### src/rtl/ex_muldiv_pkg.sv
// rtl/ex_muldiv_pkg.sv - shared opcode/state encodings and helpers for the EX-stage mult/div unit
package ex_muldiv_pkg;

    // Register-file data width; the iteration count of the unit equals this.
    localparam int REG_DATA_WIDTH = 32;

    typedef enum logic [1:0] {
        OP_MULT  = 2'b00,
        OP_MULTU = 2'b01,
        OP_DIV   = 2'b10,
        OP_DIVU  = 2'b11
    } muldiv_op_e;

    typedef enum logic [1:0] {
        ST_IDLE = 2'd0,
        ST_CALC = 2'd1,
        ST_DONE = 2'd2
    } muldiv_state_e;

    // op[1] selects divide, op[0] selects the unsigned variant.
    function automatic logic op_is_div(input logic [1:0] op);
        return op[1];
    endfunction

    function automatic logic op_is_signed(input logic [1:0] op);
        return ~op[0];
    endfunction

endpackage

### src/rtl/ex_muldiv_if.sv
// rtl/ex_muldiv_if.sv - EX-stage request/result bundle between the pipeline and the mult/div unit
// master: pipeline side (drives start/op/src_a/src_b/flush, receives results and stall request)
// slave : mult/div unit side
interface ex_muldiv_if #(
    parameter int DATA_WIDTH = 32
);
    logic                  start;
    logic [1:0]            op;
    logic [DATA_WIDTH-1:0] src_a;
    logic [DATA_WIDTH-1:0] src_b;
    logic                  flush;
    logic                  stall_req;
    logic                  done;
    logic                  div_by_zero;
    logic [DATA_WIDTH-1:0] hi_out;
    logic [DATA_WIDTH-1:0] lo_out;

    modport master (
        output start, op, src_a, src_b, flush,
        input  stall_req, done, div_by_zero, hi_out, lo_out
    );

    modport slave (
        input  start, op, src_a, src_b, flush,
        output stall_req, done, div_by_zero, hi_out, lo_out
    );
endinterface

### src/rtl/ex_muldiv_datapath.sv
// rtl/ex_muldiv_datapath.sv - shift registers and adder/subtractor, one mult/div iteration per step
// Ports:
//   clk, rst        clock, asynchronous active-high reset
//   load            initialise: hi=0, lo=init_lo, operand=init_opnd
//   step            perform one iteration (shift-add or restoring-divide)
//   is_div          iteration kind for the operation in flight
//   init_lo         multiplier (mult) or dividend (div), already made unsigned
//   init_opnd       multiplicand (mult) or divisor (div), already made unsigned
//   hi, lo          product[63:32]/[31:0] or remainder/quotient after DATA_WIDTH steps
module ex_muldiv_datapath
    import ex_muldiv_pkg::*;
#(
    parameter int DATA_WIDTH = REG_DATA_WIDTH
) (
    input  logic                  clk,
    input  logic                  rst,
    input  logic                  load,
    input  logic                  step,
    input  logic                  is_div,
    input  logic [DATA_WIDTH-1:0] init_lo,
    input  logic [DATA_WIDTH-1:0] init_opnd,
    output logic [DATA_WIDTH-1:0] hi,
    output logic [DATA_WIDTH-1:0] lo
);

    logic [DATA_WIDTH-1:0] hi_q;
    logic [DATA_WIDTH-1:0] lo_q;
    logic [DATA_WIDTH-1:0] opnd_q;

    logic [DATA_WIDTH:0]   add_sum;
    logic [DATA_WIDTH:0]   rem_shift;
    logic [DATA_WIDTH+1:0] rem_diff;
    logic [DATA_WIDTH-1:0] hi_next;
    logic [DATA_WIDTH-1:0] lo_next;
    logic                  unused_diff_bit;

    always_comb begin
        // Multiply: {hi,lo} is the running product, lo[0] is the current multiplier bit.
        add_sum   = {1'b0, hi_q} + (lo_q[0] ? {1'b0, opnd_q} : {(DATA_WIDTH+1){1'b0}});
        // Divide: partial remainder shifted left, pulling in the next dividend bit from lo.
        // The remainder is below the divisor, so the shifted value fits in DATA_WIDTH+1 bits
        // and a trial subtraction that does not borrow always fits back in DATA_WIDTH bits.
        rem_shift = {hi_q, lo_q[DATA_WIDTH-1]};
        rem_diff  = {1'b0, rem_shift} - {2'b00, opnd_q};

        hi_next = hi_q;
        lo_next = lo_q;
        if (is_div) begin
            if (!rem_diff[DATA_WIDTH+1]) begin
                hi_next = rem_diff[DATA_WIDTH-1:0];
                lo_next = {lo_q[DATA_WIDTH-2:0], 1'b1};
            end else begin
                hi_next = rem_shift[DATA_WIDTH-1:0];
                lo_next = {lo_q[DATA_WIDTH-2:0], 1'b0};
            end
        end else begin
            hi_next = add_sum[DATA_WIDTH:1];
            lo_next = {add_sum[0], lo_q[DATA_WIDTH-1:1]};
        end
    end

    assign unused_diff_bit = rem_diff[DATA_WIDTH];

    always_ff @(posedge clk or posedge rst) begin
        if (rst) begin
            hi_q   <= '0;
            lo_q   <= '0;
            opnd_q <= '0;
        end else if (load) begin
            hi_q   <= '0;
            lo_q   <= init_lo;
            opnd_q <= init_opnd;
        end else if (step) begin
            hi_q   <= hi_next;
            lo_q   <= lo_next;
        end
    end

    assign hi = hi_q;
    assign lo = lo_q;

endmodule

### src/rtl/ex_muldiv.sv
// rtl/ex_muldiv.sv - iterative MULT/MULTU/DIV/DIVU unit in EX with pipeline stall request
// Ports:
//   clk             clock, rising edge
//   rst             asynchronous active-high reset
//   bus (slave)     start/op/src_a/src_b/flush in; stall_req (combinational), done pulse,
//                   div_by_zero, hi_out/lo_out (registered, change only on completion) out
module ex_muldiv
    import ex_muldiv_pkg::*;
#(
    parameter int DATA_WIDTH = REG_DATA_WIDTH
) (
    input  logic        clk,
    input  logic        rst,
    ex_muldiv_if.slave  bus
);

    localparam int CW = $clog2(DATA_WIDTH);
    localparam logic [CW-1:0] LAST_ITER = CW'(DATA_WIDTH - 1);

    muldiv_state_e state_q, state_d;
    muldiv_op_e    op_q;
    logic          sign_a_q;
    logic          sign_b_q;
    logic          dz_q;
    logic [CW-1:0] count_q;

    logic [DATA_WIDTH-1:0] hi_q;
    logic [DATA_WIDTH-1:0] lo_q;
    logic                  done_q;
    logic                  dz_out_q;

    logic                  accept;
    logic                  load;
    logic                  step;
    logic                  commit;
    logic                  stall_req;

    logic                  new_div;
    logic                  new_signed;
    logic                  new_sign_a;
    logic                  new_sign_b;
    logic                  new_dz;
    logic [DATA_WIDTH-1:0] abs_a;
    logic [DATA_WIDTH-1:0] abs_b;
    logic [DATA_WIDTH-1:0] init_lo;
    logic [DATA_WIDTH-1:0] init_opnd;

    logic [DATA_WIDTH-1:0]   dp_hi;
    logic [DATA_WIDTH-1:0]   dp_lo;
    logic [2*DATA_WIDTH-1:0] product;
    logic                    neg_res;
    logic [DATA_WIDTH-1:0]   res_hi;
    logic [DATA_WIDTH-1:0]   res_lo;

    // Operand preparation for a newly accepted instruction. The negation of the most
    // negative value wraps to itself, which read as unsigned is exactly its magnitude.
    always_comb begin
        new_div    = op_is_div(bus.op);
        new_signed = op_is_signed(bus.op);
        new_sign_a = new_signed & bus.src_a[DATA_WIDTH-1];
        new_sign_b = new_signed & bus.src_b[DATA_WIDTH-1];
        new_dz     = new_div && (bus.src_b == '0);
        // On divide-by-zero the raw dividend is kept so it can be returned untouched in hi.
        abs_a      = (new_sign_a && !new_dz) ? -bus.src_a : bus.src_a;
        abs_b      = new_sign_b ? -bus.src_b : bus.src_b;
        init_lo    = new_div ? abs_a : abs_b;
        init_opnd  = new_div ? abs_b : abs_a;
    end

    always_comb begin
        state_d   = state_q;
        accept    = 1'b0;
        load      = 1'b0;
        step      = 1'b0;
        commit    = 1'b0;
        stall_req = 1'b0;
        unique case (state_q)
            ST_IDLE: begin
                if (bus.start && !bus.flush) begin
                    accept    = 1'b1;
                    load      = 1'b1;
                    stall_req = 1'b1;
                    state_d   = new_dz ? ST_DONE : ST_CALC;
                end
            end
            ST_CALC: begin
                stall_req = 1'b1;
                if (bus.flush) begin
                    state_d = ST_IDLE;
                end else begin
                    step = 1'b1;
                    if (count_q == LAST_ITER) begin
                        state_d = ST_DONE;
                    end
                end
            end
            ST_DONE: begin
                // The instruction leaves EX at the end of this cycle; start is not
                // looked at here so the same instruction cannot be accepted twice.
                commit  = !bus.flush;
                state_d = ST_IDLE;
            end
            default: begin
                state_d = ST_IDLE;
            end
        endcase
    end

    ex_muldiv_datapath #(
        .DATA_WIDTH (DATA_WIDTH)
    ) u_datapath (
        .clk       (clk),
        .rst       (rst),
        .load      (load),
        .step      (step),
        .is_div    (op_is_div(op_q)),
        .init_lo   (init_lo),
        .init_opnd (init_opnd),
        .hi        (dp_hi),
        .lo        (dp_lo)
    );

    // Sign correction of the unsigned magnitude result. Sign flags are zero for the
    // unsigned ops, so no op check is needed here.
    always_comb begin
        product = {dp_hi, dp_lo};
        neg_res = sign_a_q ^ sign_b_q;
        res_hi  = dp_hi;
        res_lo  = dp_lo;
        if (dz_q) begin
            res_hi = dp_lo;
            res_lo = '1;
        end else if (op_is_div(op_q)) begin
            res_lo = neg_res  ? -dp_lo : dp_lo;
            res_hi = sign_a_q ? -dp_hi : dp_hi;
        end else if (neg_res) begin
            {res_hi, res_lo} = -product;
        end
    end

    always_ff @(posedge clk or posedge rst) begin
        if (rst) begin
            state_q  <= ST_IDLE;
            op_q     <= OP_MULT;
            sign_a_q <= 1'b0;
            sign_b_q <= 1'b0;
            dz_q     <= 1'b0;
            count_q  <= '0;
            hi_q     <= '0;
            lo_q     <= '0;
            done_q   <= 1'b0;
            dz_out_q <= 1'b0;
        end else begin
            state_q <= state_d;
            if (accept) begin
                op_q     <= muldiv_op_e'(bus.op);
                sign_a_q <= new_sign_a;
                sign_b_q <= new_sign_b;
                dz_q     <= new_dz;
            end
            if (load) begin
                count_q <= '0;
            end else if (step) begin
                count_q <= count_q + 1'b1;
            end
            done_q   <= commit;
            dz_out_q <= commit & dz_q;
            if (commit) begin
                hi_q <= res_hi;
                lo_q <= res_lo;
            end
        end
    end

    assign bus.stall_req   = stall_req;
    assign bus.done        = done_q;
    assign bus.div_by_zero = dz_out_q;
    assign bus.hi_out      = hi_q;
    assign bus.lo_out      = lo_q;

endmodule

### src/flat_wrapper.sv
// flat-port wrapper written by rule: the top's interface ports become plain ports
module ex_muldiv_flat import ex_muldiv_pkg::*;
#(
    parameter int DATA_WIDTH = REG_DATA_WIDTH
)
  (clk, rst, bus_start, bus_op, bus_src_a, bus_src_b, bus_flush, bus_stall_req, bus_done, bus_div_by_zero, bus_hi_out, bus_lo_out);
  ex_muldiv_if #(.DATA_WIDTH(DATA_WIDTH)) bus_i ();
  input  logic clk;
  input  logic rst;
  input wire logic [$bits(bus_i.start)-1:0] bus_start;
  input wire logic [$bits(bus_i.op)-1:0] bus_op;
  input wire logic [$bits(bus_i.src_a)-1:0] bus_src_a;
  input wire logic [$bits(bus_i.src_b)-1:0] bus_src_b;
  input wire logic [$bits(bus_i.flush)-1:0] bus_flush;
  output wire logic [$bits(bus_i.stall_req)-1:0] bus_stall_req;
  output wire logic [$bits(bus_i.done)-1:0] bus_done;
  output wire logic [$bits(bus_i.div_by_zero)-1:0] bus_div_by_zero;
  output wire logic [$bits(bus_i.hi_out)-1:0] bus_hi_out;
  output wire logic [$bits(bus_i.lo_out)-1:0] bus_lo_out;
  assign bus_i.start = bus_start;
  assign bus_i.op = bus_op;
  assign bus_i.src_a = bus_src_a;
  assign bus_i.src_b = bus_src_b;
  assign bus_i.flush = bus_flush;
  assign bus_stall_req = bus_i.stall_req;
  assign bus_done = bus_i.done;
  assign bus_div_by_zero = bus_i.div_by_zero;
  assign bus_hi_out = bus_i.hi_out;
  assign bus_lo_out = bus_i.lo_out;
  ex_muldiv #(.DATA_WIDTH(DATA_WIDTH)) u_core (.clk(clk), .rst(rst), .bus(bus_i));
endmodule
### config.mk
export PLATFORM = sky130hd
export DESIGN_NAME = ex_muldiv_flat
export DESIGN_NICKNAME = d
export VERILOG_FILES = /design/src/rtl/ex_muldiv_pkg.sv /design/src/rtl/ex_muldiv_if.sv /design/src/rtl/ex_muldiv_datapath.sv /design/src/rtl/ex_muldiv.sv /design/src/flat_wrapper.sv
export SDC_FILE = /design/constraint.sdc
export NUM_CORES = 1
export LEC_CHECK = 0
export BUFFER_PORTS_ARGS = -buffer_cell sky130_fd_sc_hd__buf_2
export CORE_AREA = 5 5 197 199
export DETAILED_ROUTE_END_ITERATION = 10
export DIE_AREA = 0 0 202 204
export PLACE_DENSITY_LB_ADDON = 0.15
export SETUP_SLACK_MARGIN = 0.15
export SLEW_MARGIN = 20
export SYNTH_ARGS = -nofsm -noshare
export SYNTH_HDL_FRONTEND = slang
export SYNTH_SLANG_ARGS = --single-unit
### constraint.sdc
create_clock -name clk -period 6 [get_ports clk]
set_input_delay 0.9 -clock clk [delete_from_list [all_inputs] [get_ports clk]]
set_output_delay 0.9 -clock clk [all_outputs]
set_load 0.05 [all_outputs]
Word level (Yosys, flattened, before mapping)
Cells that the tools add are included.
{"block": "word_totals", "output_inout_bits": 67, "elab_cells": 74, "ff_bits": 174, "input_bits": 70}
{"block": "op_classes", "eq_ne": 5, "n_reduce_logical": 9, "add_sub_neg": 8, "muxes": 34, "n_bitwise": 5}
{"operator": "32-bit two-way mux", "count": 20}
{"operator": "32-bit negator", "count": 4}
{"operator": "64-bit negator", "count": 1}
{"operator": "33-bit by 32-bit subtractor with 34-bit output", "count": 1}
{"operator": "32-bit by 33-bit adder with 33-bit output", "count": 1}
{"operator": "32-bit zero test", "count": 1}
{"operator": "5-bit two-way mux", "count": 2}
{"operator": "2-bit two-way mux", "count": 4}
{"operator": "1-bit two-way mux", "count": 6}
{"operator": "5-bit by 1-bit adder with 5-bit output (second input constant)", "count": 1}
{"operator": "5-bit == test (second input constant)", "count": 1}
{"operator": "2-bit one-hot mux with 2 select lines", "count": 1}
{"operator": "1-bit bitwise AND", "count": 3}
{"operator": "1-bit logical AND", "count": 3}
{"operator": "3-bit by 2-bit inequality test with 1-bit output (second input constant)", "count": 1}
{"operator": "2-bit by 1-bit == test with 1-bit output (second input constant)", "count": 1}
{"operator": "2-bit == test (second input constant)", "count": 1}
{"operator": "1-bit zero test", "count": 2}
{"operator": "2-bit zero test", "count": 1}
{"operator": "2-bit by 1-bit inequality test with 1-bit output (second input constant)", "count": 1}
{"operator": "1-bit one-hot mux with 2 select lines", "count": 1}
{"operator": "2-bit AND reduction", "count": 1}
{"operator": "2-bit nonzero test", "count": 1}
{"operator": "1-bit inverter", "count": 1}
{"operator": "1-bit bitwise XOR", "count": 1}

Longest topological paths before layout
{"block": "logic_depth", "depth_word": 7, "mapped_depth": 15, "ltp_nobuf": 14}

Modules after synthesis
A second synthesis with hierarchy kept.
{"block": "unflattened", "cells_unflattened": 1983, "hier_area_um2": 15736.3}
{"module": "ex_muldiv_datapath", "instances": 1, "area_each_um2": 8087.8, "cells_each": 986, "seq_area_each_um2": 2402.3}
{"module": "ex_muldiv", "instances": 1, "area_each_um2": 7648.6, "cells_each": 997, "seq_area_each_um2": 1926.8}

Worst setup path before layout
Ideal clock, no wire load.
{"block": "synth_path", "kind": "register to register", "from": "register u_core.u_datapath.lo_q[0] (netlist: u_core.u_datapath.lo[0])", "to": "register u_core.u_datapath.hi_q[27] (netlist: u_core.u_datapath.hi[27])", "stages_incl_launch_ff": 15, "setup_time_ns": 0.126, "required_time_ns": 5.874, "arrival_ns": 3.463, "setup_slack_ns": 2.411, "period_less_slack_ns": 3.589, "path_buffers": 2, "cell_sequence": "dfrtp_1 > clkbuf_1 > inv_1 > clkbuf_1 > nor2_1 > ha_1 > o21a_1 > o31a_1 > o21ai_0 > o31a_1 > o41ai_1 > o21a_1 > a31oi_1 > xnor2_1 > a221o_1"}
{"block": "synth_via", "elab_chain_len": 5}
{"element": "from (decl)", "line_no": "ex_muldiv_datapath.sv:27", "text": "logic [DATA_WIDTH-1:0] lo_q;"}
{"element": "from (signal assigned)", "line_no": "ex_muldiv_datapath.sv:71", "text": "lo_q <= init_lo;"}
{"element": "from (signal assigned)", "line_no": "ex_muldiv_datapath.sv:75", "text": "lo_q <= lo_next;"}
{"element": "32-bit two-way mux", "line_no": "ex_muldiv_datapath.sv:39", "text": "add_sum = {1'b0, hi_q} + (lo_q[0] ? {1'b0, opnd_q} : {(DATA_WIDTH+1){1'b0}});"}
{"element": "32-bit by 33-bit adder with 33-bit output", "line_no": "ex_muldiv_datapath.sv:39"}
{"element": "32-bit two-way mux", "line_no": "ex_muldiv_datapath.sv:48", "text": "if (is_div) begin"}
{"element": "32-bit two-way mux", "line_no": "ex_muldiv_datapath.sv:73", "text": "end else if (step) begin"}
{"element": "32-bit two-way mux", "line_no": "ex_muldiv_datapath.sv:69", "text": "end else if (load) begin"}
{"element": "to (signal assigned)", "line_no": "ex_muldiv_datapath.sv:74", "text": "hi_q <= hi_next;"}
{"element": "to (decl)", "line_no": "ex_muldiv_datapath.sv:26", "text": "logic [DATA_WIDTH-1:0] hi_q;"}
No other way between the ends. The select of a mux whose other input is x is not followed.
A chain may end at the register's enable or synchronous reset.

Final worst setup path
{"block": "layout_path", "from": "register u_core.u_datapath.lo_q[31] (netlist: u_core.u_datapath.lo[31])", "to": "register u_core.u_datapath.hi_q[30] (netlist: u_core.u_datapath.hi[30])"}
{"block": "layout_via", "elab_chain_len": 5}
{"element": "33-bit by 32-bit subtractor with 34-bit output", "line_no": "ex_muldiv_datapath.sv:44", "text": "rem_diff = {1'b0, rem_shift} - {2'b00, opnd_q};"}
{"element": "32-bit two-way mux", "line_no": "ex_muldiv_datapath.sv:49", "text": "if (!rem_diff[DATA_WIDTH+1]) begin"}
{"element": "32-bit two-way mux", "line_no": "ex_muldiv_datapath.sv:48"}
{"element": "32-bit two-way mux", "line_no": "ex_muldiv_datapath.sv:73"}
{"element": "32-bit two-way mux", "line_no": "ex_muldiv_datapath.sv:69"}
No other way between the ends. The select of a mux whose other input is x is not followed.

==> reports/metrics.yaml <==
status: "complete, no violations"
synth_cells: 1860
hold_class: "flip-flop to flip-flop"
cts_tree: "done"
seqPwrFrac_pct: 28.3
cts_resized: 0
rows: 71
drt_iter0_markers: 1119
nNetsFinal: 2058
p_comb_share_pct: 54.9
slew_viol_final: 0
synthFlopType: "dfrtp_1"
finalCritPeriodShare_pct: 75.3
critPathArrivalTime_ps: 4820
area_growth_syn_to_layout_pct: 11.1
die_w_um: 202
antenna_found_initial: 1
ys_ff_latch: 173
clkSlewWorstSetupHoldPaths_ps: 80
rsz0062_at_grt: "no"
wl_mm: 51.9
grt_pass1_vias: 13412
ys_types: 74
period_needed_ps: 4520
synth-edff-count: 0
grt_max_degree: 94
initial_utilization_pct: 39.3
clkPwrFrac_pct: 16.8
grt_util_all_layers_pct: 24.6
worst_pin_slew_ps: 1060
r2r_cells: 14
core_mm2: 0.0370
crit_chain: "inv_1, ha_1, inv_1, fa_1, a211oi_1, o211ai_1, nand4_1, o21ai_0, a32oi_1, a21oi_1, nor2_1, nor3_1, a2111oi_0, a211oi_1"
grt_pass1_wl_mm: 79.2
crit_path_top_delay_cell: "a2111oi_0"
critPathCaptureType: "flip-flop"
io_pins: 137
p_sw_share_pct: 49.0
postCtsHoldBufs: 0
n_antenna_cell: 0
crit_type: "flip-flop to flip-flop"
setup-tns-final_ps: 0
power.density_mw_per_mm2: 435
syn_area_mm2: 0.0146
finalHoldViolCount: 0
hpwl_mm: 39.2
start_kind: "flip-flop"
synthArstFlopShare_pct: 100
ctsLongestPathBuffers: 2
ir_worst_vdd_uv: 289
ys_seq_area_share_pct: 29.7
root_buffer: "clkbuf_16"
vias_per_cell: 5.86
final.setup_skew_ps: 15.2
fmax_ghz: 0.221
crit_required_ps: 6300
cts_sinks: 173
drc: 0
portBuffers: 136
crit_path_max_incr_delay_ps: 890
drive_above_1_share_pct: 12.3
dp_cells: 2371
hold_depth: 2
route.vias.total: 14072
cp_num_cells: 14
overflow: 0
ys_warn_count: 0
htreeDepth: 4
p_sw_mw: 3.44
floorplan.die_area_mm2: 0.0412
postCtsSetupBuffers: 0
p_leak_nw: 7.20
die_h_um: 204
cpLargestDelayFamily: "compound AO/OA/AOI/OAI gates"
internal-power_mw: 3.59
maxSlewHeadroom_pct: 27.8
maxCapViolations: 0
clk-insertion-delay-late_ps: 470
instances_no_fill: 2402
finalSetupViolCount: 0
drt_pre_antenna_iters: 7
wl_per_cell_um: 21.6
synth_nets: 2002
gp_congestion: 0.943
cts_buffers: 17
crit_fanout: 5
syn_avg_cell_area_um2: 7.82
path_buf_inv: 2
detail-route-antenna-nets: 0
[path summary, 6_finish.rpt]
check	start	end	slack (ps)
max	u_core.u_datapath.lo[31]$_DFFE_PP0P_	u_core.u_datapath.hi[30]$_DFFE_PP0P_	1480
min	u_core.bus.hi_out[6]$_DFFE_PP0P_	u_core.bus.hi_out[6]$_DFFE_PP0P_	480
max reg2reg	u_core.u_datapath.lo[31]$_DFFE_PP0P_	u_core.u_datapath.hi[30]$_DFFE_PP0P_	1480
min reg2reg	u_core.bus.hi_out[6]$_DFFE_PP0P_	u_core.bus.hi_out[6]$_DFFE_PP0P_	480
max in group asynchronous	rst	u_core.op_q[1]$_DFFE_PP0P_	4390
min in group asynchronous	rst	u_core.bus.hi_out[8]$_DFFE_PP0P_	580
[power by group through the flow]
| stage | combinational (mW) | clock [mW] | sequential (mW) |
|---|---|---|---|
| floorplan | 3.07 | 0 | 1.60 |
| global placement | 3.80 | 0 | 1.99 |
| detailed placement | 3.81 | 0 | 1.98 |
| CTS | 3.83 | 1.20 | 1.96 |
| global route | 4.30 | 1.24 | 2.00 |
| finish | 3.86 | 1.18 | 1.99 |
[flip-flops by register name, indices dropped and copies added (netlist names)]
signal	cells
u_core.bus.lo_out	32
u_core.dz_q	1
u_core.bus.div_by_zero	1
u_core.u_datapath.opnd_q	32
u_core.sign_a_q	1
u_core.sign_b_q	1
u_core.count_q	5
u_core.bus.done	1
u_core.u_datapath.lo	32
u_core.op_q	1
u_core.state_q	2
u_core.u_datapath.hi	32
u_core.bus.hi_out	32
[kinds of logic after synthesis]
kind of cell	after synthesis	synth area share, %
xor gates and xnor gates	176	10.6
muxes	55	3.84
adders and majority gates	72	6.29
AOI/OAI and AO/OA	634	26.1
and+or+nand+nor	569	18.5
buffers and inverters	181	4.87
DFF	173	29.7
[metal layers]
metal	share of wire, %	vias up	GRT usage, %
li1	-	6749	-
met5	0	-	0
met2	45	454	39.4
met1	46	6783	34.0
met4	3.8	0	9.69
met3	5.3	86	3.22
[stage by stage]
stage | worst slack [ps] | area (um2) | power, mW | util [%] | hold slack, ps
floorplan | 412 | 14600 | 4.67 | - | 449
global placement | 1780 | 15600 | 5.79 | 42.0 | 456
detailed placement | 1700 | 15600 | 5.79 | 42.0 | 466
CTS | 1690 | 16200 | 6.99 | 43.6 | 482
global route | 1390 | 16200 | 7.54 | 43.7 | 498
finish | 1480 | 16200 | 7.04 | 43.7 | 476
[cells in the final DEF, fill, tap and decap left out, types with 13 or more instances in the layout]
cell type	Yosys	final
nor2_1	214	211
a21oi_1	211	211
o21ai_0	204	204
dfrtp_1	173	171
nand2_1	161	161
buf_2	6	136
xnor2_1	110	109
ha_1	70	70
xor2_1	66	65
inv_1	60	59
mux2i_1	48	48
o211ai_1	34	34
nor3_1	34	33
a21o_1	32	32
o31ai_1	20	20
buf_4	3	20
nor2b_1	19	18
a22oi_1	17	17
a31oi_1	18	17
clkbuf_16	0	17
nor4_1	16	16
nand2b_1	15	15
or4_1	13	13
or3_1	14	13
[cells in the mapped netlist, types with 19 or more instances]
master | n | area share, %
o211ai_1 | 34 | 1.8
a21oi_1 | 211 | 7.3
nor3_1 | 34 | 1.2
nor2_1 | 214 | 5.5
xnor2_1 | 110 | 6.6
o21ai_0 | 204 | 7.0
clkbuf_1 | 98 | 2.5
dfrtp_1 | 173 | 30
xor2_1 | 66 | 4.0
ha_1 | 70 | 6.0
nor2b_1 | 19 | 0.82
inv_1 | 60 | 1.5
o31ai_1 | 20 | 1.0
a21o_1 | 32 | 1.7
mux2i_1 | 48 | 3.3
nand2_1 | 161 | 4.2
[worst min-delay path: stages (launching register included)]
cell and delay [ps]:
dfrtp_1 340, nand2_1 40, o21ai_0 60
[area by class of cell]
type                       instances  area [um2]
multi-input combinational       1506        9570
timing repair buffer             157         851
fill                            3747       20900
clock buffer                      19         443
tap                              474         593
clock inverter                    12         151
inverter                          61         234
sequential                       173        4330
Power figures use the tool's default switching activity.
